<file path="config.mk">
export PLATFORM = sky130hd
export DESIGN_NAME = seg_scan_decoder_flat
export DESIGN_NICKNAME = d
export VERILOG_FILES = /design/src/rtl/seg_scan_if.sv /design/src/rtl/seg_scan_decoder.sv /design/src/flat_wrapper.sv
export SDC_FILE = /design/constraint.sdc
export NUM_CORES = 1
export LEC_CHECK = 0
export BUFFER_PORTS_ARGS = -buffer_cell sky130_fd_sc_hd__buf_2
export CORE_MARGIN = 4
export CORE_UTILIZATION = 60
export DETAILED_ROUTE_END_ITERATION = 16
export PLACE_DENSITY = 0.76
export RECOVER_POWER = 25
export SLEW_MARGIN = 20
export SYNTH_ARGS = -nofsm -noshare
export SYNTH_HDL_FRONTEND = slang
export SYNTH_SLANG_ARGS = --single-unit
</file>
<file path="constraint.sdc">
create_clock -name clk -period 3.6 [get_ports clk]
set_input_delay 0.72 -clock clk [delete_from_list [all_inputs] [get_ports clk]]
set_output_delay 0.72 -clock clk [all_outputs]
set_load 0.05 [all_outputs]
</file>
<file path="src/rtl/seg_scan_if.sv">
// Multiplexed 7-segment display bus: digit enables and segment pattern,
// both active low.
//   en  [3:0] : one-hot-low digit enable (0111 = digit0 ... 1110 = digit3)
//   seg [7:0] : segment pattern, bit6=a .. bit0=g, bit7 unused
// master = display scanner (drives), slave = decoder (samples).
interface seg_scan_if;
    logic [3:0] en;
    logic [7:0] seg;

    modport master (output en, output seg);
    modport slave  (input en, input seg);
endinterface

</file>
<file path="src/rtl/seg_scan_decoder.sv">
// Receive side of the multiplexed 7-segment display bus. Samples the bus,
// waits for each digit's enable/pattern to be stable, decodes the pattern
// back to a digit code and publishes complete 4-digit frames atomically.
// Ports:
//   clk, rst_n          : clock, asynchronous active-low reset
//   bus (slave)         : en[3:0], seg[7:0] display bus
//   digit0..digit3      : last published frame (digit0 = leftmost)
//   frame_valid         : 1-cycle pulse when a frame is published
//   frame_changed       : with frame_valid, frame differs from previous one
//   dark                : no valid enable seen for TIMEOUT_CYC cycles
module seg_scan_decoder #(
    parameter int STABLE_CYC  = 16,
    parameter int TIMEOUT_CYC = 600000,
    parameter int CNT_W       = 20
) (
    input  logic       clk,
    input  logic       rst_n,
    seg_scan_if.slave  bus,
    output logic [3:0] digit0,
    output logic [3:0] digit1,
    output logic [3:0] digit2,
    output logic [3:0] digit3,
    output logic       frame_valid,
    output logic       frame_changed,
    output logic       dark
);
    localparam int SW = $clog2(STABLE_CYC + 1);

    typedef enum logic [1:0] {IDLE, TRACK, HOLD} state_t;

    function automatic logic [3:0] decode(input logic [6:0] s);
        case (s)
            7'b0000001: decode = 4'h0;
            7'b1001111: decode = 4'h1;
            7'b0010010: decode = 4'h2;
            7'b0000110: decode = 4'h3;
            7'b1001100: decode = 4'h4;
            7'b0100100: decode = 4'h5;
            7'b0100000: decode = 4'h6;
            7'b0001111: decode = 4'h7;
            7'b0000000: decode = 4'h8;
            7'b0000100: decode = 4'h9;
            7'b1111111: decode = 4'hF;
            default:    decode = 4'hE;
        endcase
    endfunction

    // Input sample and the sample before it (for the stability compare).
    logic [3:0]       en_q, last_en_q;
    logic [6:0]       seg_q, last_seg_q;
    state_t           state_q, state_d;
    logic [SW-1:0]    stab_q, stab_d;
    logic [CNT_W-1:0] to_q, to_d;
    logic [3:0]       mask_q, mask_d;
    logic [3:0][3:0]  shadow_q, shadow_d;
    logic [3:0][3:0]  digits_q, digits_d;
    logic             fv_q, fv_d, fc_q, fc_d;

    logic             en_valid, same, capture, publish;
    logic [1:0]       idx;

    always_comb begin
        en_valid = 1'b1;
        idx      = 2'd0;
        case (en_q)
            4'b0111: idx = 2'd0;
            4'b1011: idx = 2'd1;
            4'b1101: idx = 2'd2;
            4'b1110: idx = 2'd3;
            default: en_valid = 1'b0;
        endcase
        same = (en_q == last_en_q) && (seg_q == last_seg_q);

        state_d = state_q;
        stab_d  = stab_q;
        capture = 1'b0;
        case (state_q)
            IDLE: begin
                stab_d = '0;
                if (en_valid) begin
                    state_d = TRACK;
                    stab_d  = SW'(1);
                end
            end
            TRACK: begin
                if (!en_valid) begin
                    state_d = IDLE;
                    stab_d  = '0;
                end else if (same) begin
                    stab_d = stab_q + SW'(1);
                end else begin
                    // new digit or new pattern: restart the run
                    stab_d = SW'(1);
                end
            end
            HOLD: begin
                // seg changes are ignored here: one capture per dwell
                if (en_q != last_en_q) begin
                    state_d = en_valid ? TRACK : IDLE;
                    stab_d  = en_valid ? SW'(1) : '0;
                end
            end
            default: begin
                state_d = IDLE;
                stab_d  = '0;
            end
        endcase
        if (state_d == TRACK && stab_d == SW'(STABLE_CYC)) begin
            capture = 1'b1;
            state_d = HOLD;
        end

        // Timeout counter runs only while no valid enable is sampled.
        if (en_valid)
            to_d = '0;
        else if (to_q != CNT_W'(TIMEOUT_CYC))
            to_d = to_q + CNT_W'(1);
        else
            to_d = to_q;

        publish  = (mask_q == 4'hF);
        mask_d   = publish ? 4'h0 : mask_q;
        shadow_d = shadow_q;
        if (capture) begin
            shadow_d[idx] = decode(seg_q);
            mask_d[idx]   = 1'b1;
        end
        // Going dark discards any partial frame.
        if (to_d == CNT_W'(TIMEOUT_CYC))
            mask_d = 4'h0;

        digits_d = publish ? shadow_q : digits_q;
        fv_d     = publish;
        fc_d     = publish && (shadow_q != digits_q);
    end

    always_ff @(posedge clk or negedge rst_n) begin
        if (!rst_n) begin
            en_q       <= 4'hF;
            last_en_q  <= 4'hF;
            seg_q      <= 7'h7F;
            last_seg_q <= 7'h7F;
            state_q    <= IDLE;
            stab_q     <= '0;
            to_q       <= '0;
            mask_q     <= 4'h0;
            shadow_q   <= {4{4'hF}};
            digits_q   <= {4{4'hF}};
            fv_q       <= 1'b0;
            fc_q       <= 1'b0;
        end else begin
            en_q       <= bus.en;
            last_en_q  <= en_q;
            seg_q      <= bus.seg[6:0];
            last_seg_q <= seg_q;
            state_q    <= state_d;
            stab_q     <= stab_d;
            to_q       <= to_d;
            mask_q     <= mask_d;
            shadow_q   <= shadow_d;
            digits_q   <= digits_d;
            fv_q       <= fv_d;
            fc_q       <= fc_d;
        end
    end

    assign digit0        = digits_q[0];
    assign digit1        = digits_q[1];
    assign digit2        = digits_q[2];
    assign digit3        = digits_q[3];
    assign frame_valid   = fv_q;
    assign frame_changed = fc_q;
    // A valid sample drops dark immediately, before the counter clears.
    assign dark          = (to_q == CNT_W'(TIMEOUT_CYC)) && !en_valid;
endmodule
</file>
<file path="src/flat_wrapper.sv">
// flat-port wrapper written by rule: the top's interface ports become plain ports
module seg_scan_decoder_flat 
#(
    parameter int STABLE_CYC  = 16,
    parameter int TIMEOUT_CYC = 600000,
    parameter int CNT_W       = 20
)
  (clk, rst_n, digit0, digit1, digit2, digit3, frame_valid, frame_changed, dark, bus_en, bus_seg);
  seg_scan_if bus_i ();
  input  logic clk;
  input  logic rst_n;
  output logic [3:0] digit0;
  output logic [3:0] digit1;
  output logic [3:0] digit2;
  output logic [3:0] digit3;
  output logic frame_valid;
  output logic frame_changed;
  output logic dark;
  input wire logic [$bits(bus_i.en)-1:0] bus_en;
  input wire logic [$bits(bus_i.seg)-1:0] bus_seg;
  assign bus_i.en = bus_en;
  assign bus_i.seg = bus_seg;
  seg_scan_decoder #(.STABLE_CYC(STABLE_CYC), .TIMEOUT_CYC(TIMEOUT_CYC), .CNT_W(CNT_W)) u_core (.clk(clk), .rst_n(rst_n), .bus(bus_i), .digit0(digit0), .digit1(digit1), .digit2(digit2), .digit3(digit3), .frame_valid(frame_valid), .frame_changed(frame_changed), .dark(dark));
endmodule
</file>
==> metrics.md <==
| Metric | Value |
|---|---|
| Wire length on met1 | around 3700 um |
| Num ports | 33 |
| Vias in the first global route | 2967 |
| Crit-path max cell delay | a little over 0.7 ns |
| Maximum clock path buffer count | 2 |
| Met3 WL post-DR | around 310 um |
| PD cells | roughly 420 nW/um2 |
| Routed WL | ~8000 um |
| DR top layer | met4 |
| DRC violations left | 0 |
| Antenna Cells | 0 |
| I/O Buffers | 31 |
| Fin crit period | approximately 3.2 ns |
| Number of iterations in the first detailed-routing pass | 6 |
| Synth cell types | 60 |
| Root buf cell | clkbuf_8 |
| Fraction of layout cells with a size suffix above 1 | 0.240 |
| Initial Utilization | 0.626 |
| Yosys warning total | 0 |
| Die area | about 8600 um2 |
| Largest cells by area after synthesis | dfstp_2 33%, dfrtp_1 19%, nand2_1 6.4%, xnor2_1 6.1%, mux2_1 4.2% |
| Post-CTS setup buffer count | 0 |
| Netlist Area Pre-Place | ~4300 um2 |
| RSZ-0062 raised after global routing | false |
| Worst EP arrival | between 2 and 2.5 ns |
| Post-CTS Resized | 0 |
| Synth Flop Type | dfstp_2 |
| EDFF count, synth | 0 |
| Crit-path max FO | 24 |
| Cells after synthesis | just over 400 |
| Slew @ Worst Pin | 1.81 ns |
| Highest clock rate | 316 MHz |
| Final cell count without fillers | about 540 |
| Placed cells | between 500 and 600 |
| Finish-stage setup viols | 0 |
| CTS tree | yes |
| Clk Latency, worst-skew pair | 0.36 ns |
| Via density | between 5 and 6 |
| Vias | a little over 3000 |
| Hold_buf cts | 0 |
| Num rows | 30 |
| Total power | between 2 and 2.5 mW |
| Asr flop ratio synth | 1.00 |
| Fin. Hold Viols | 0 |
| Routed wire per std cell | roughly 15 um |
| Violated checks | max-capacitance violations, max-slew violations |
| Iteration-0 DRC Markers | 98 |
| Htree depth | 3 |
| Synthesized area per cell | 10.5 um2 |
| Setup TNS | 0 ns |
| Final period util | 0.878 |
| Synth top cells by count | 74 x nand2_1, 54 x dfstp_2, 33 x dfrtp_1, 30 x xnor2_1, 26 x nor2_1 |
| LEAKAGE | roughly 2.1 nW |
| Worst setup EP type | output pin |
| Die H | slightly above 90 um |
| Num Clock Sinks | 87 |
| Hold_ws | approximately 0.45 ns |
| Status | finished, violations left |
| Antenna violations before repair | 0 |
| Worst Hold Class | input pin to register |
| Cell Chain, Critical Path | and4b_1, a311o_1, buf_4, nor3_1, buf_2 |
| CTS Buf Count | 9 |
| WL met2 | approximately 3900 um |
| Leading area contributor after synthesis | dfstp_2 |
| Antenna Nets Post-Route | 0 |
| Critical path startpoint category | register |
| Most frequent cell after synthesis | nand2_1 |
| Critical-path top delay cell | dfstp_1 |
| Critical path type | register to output pin |
| Post-synthesis register bit count | slightly below 90 |
| Post-synthesis net count | 428 |
| Fill cells | ~570 |
| Final slew viol count | 79 |
| Clock Skews | roughly 0.012 ns |
| CTS clk-pin slew, worst paths | roughly 0.10 ns |
| Final nets | ~460 |
| CORE AREA | 6910 um2 |
| Worst slew margin | -0.209 |
| Family with the most delay on the worst path | flip-flops |
| Seq/Total Area, Yosys | 0.519 |
| DP HPWL | around 5500 um |
| Total of max-cap violations | 1 |
| Area share of the largest cell type after synthesis | 0.328 |
| Pin count of the biggest net entering global routing | ~80 |
| Total gr overflow | 0 |
| CP Buf/Inv Count | 2 |
| GP Congestion | around 0.87 |
| Global-route wire length before repair | about 14000 um |
| Worst Path Required | around 2.9 ns |
| Maximum VDD drop | 0.000272 V |
| GRT Resource Usage Total | 0.208 |
| Layout area overhead | 10.7% |
| Die Width | about 93 um |
-- registers in the layout, indices dropped and copies added (netlist names), 5 cells and up --
register	count
u_core.shadow_q	16
u_core.seg_q	7
u_core.last_seg_q	7
u_core.to_q	20
u_core.stab_q	5
-- per-stage QoR --
| stage | setup WS (ns) | util | instance area (um2) |
|---|---|---|---|
| floorplan | 0.239 | - | 4320 |
| global placement | 0.698 | 0.660 | 4560 |
| detailed placement | 0.605 | 0.660 | 4560 |
| CTS | 0.514 | 0.693 | 4790 |
| global route | 0.182 | 0.693 | 4790 |
| finish | 0.440 | 0.693 | 4790 |
-- worst paths after layout --
path,startpoint,cells past startpoint,slack (ns),end
max in group asynchronous,rst_n,2,1.68,u_core.last_seg_q[4]
min in group asynchronous,rst_n,1,0.86,u_core.frame_changed
max reg2reg,u_core.en_q[1],7,0.51,u_core.shadow_q[5]
min reg2reg,u_core.shadow_q[0],2,0.47,u_core.digit0[0]
min,bus_seg[2],1,0.45,u_core.seg_q[2]
max,u_core.en_q[0],5,0.44,dark
-- final cells by class --
type	count	area, um2	area share
Sequential cell	87	2240	0.469
Clock buffer	9	124	0.0259
Multi-Input combinational cell	299	1970	0.412
Inverter	7	26.3	0.00549
Timing Repair Buffer	36	193	0.0403
Tap cell	96	120	0.0251
Clock inverter	7	105	0.0220
-- cells by family (layout without fill, tap and decap cells) --
family | count (synthesis) | count (layout) | synth area share
and+or+nand+nor | 184 | 184 | 0.218
DFF | 87 | 87 | 0.519
xor gates and xnor gates | 50 | 50 | 0.107
AOI/OAI and AO/OA | 43 | 43 | 0.0747
buffers and inverters | 25 | 59 | 0.0240
muxes | 19 | 19 | 0.0489
adders and majority gates | 3 | 3 | 0.00868
-- report_power, final --
group	total (mW)	internal (mW)	leakage [nW]	switching, mW
sequential	1.08	1.02	1.01	0.0578
clock	0.776	0.400	0.112	0.375
combinational	0.171	0.0724	0.938	0.0984
total	2.03	1.49	2.06	0.532
-- worst register-to-register path, stage by stage (launching register included) --
cell and delay [ns]:
dfstp_1 0.74, xnor2_2 0.17, nand4_2 0.23, nor3_1 0.48
a22oi_1 0.23, nor4_4 0.44, and4_2 0.39, mux2_1 0.35
-- routing by layer --
layer / up-vias / track usage
met1: 1500 / 0.280
met2: 57 / 0.332
met3: 13 / 0.0374
met5: - / 0
li1: 1492 / -
met4: 0 / 0.0891
-- cell usage in the layout (no fill, tap or decap), types with 9 or more instances in the layout --
cell type / synthesis / routed
mux2_1: 16 / 16
nand2_1: 74 / 74
dfrtp_1: 33 / 33
nor2_1: 26 / 26
nand3_1: 17 / 17
nor3_1: 11 / 11
xnor2_1: 30 / 30
buf_2: 2 / 30
clkbuf_8: 0 / 9
dfstp_2: 54 / 43
nand4_1: 12 / 12
dfstp_1: 0 / 11
xor2_1: 17 / 17
No activity file was read; power rests on OpenSTA's default activity.
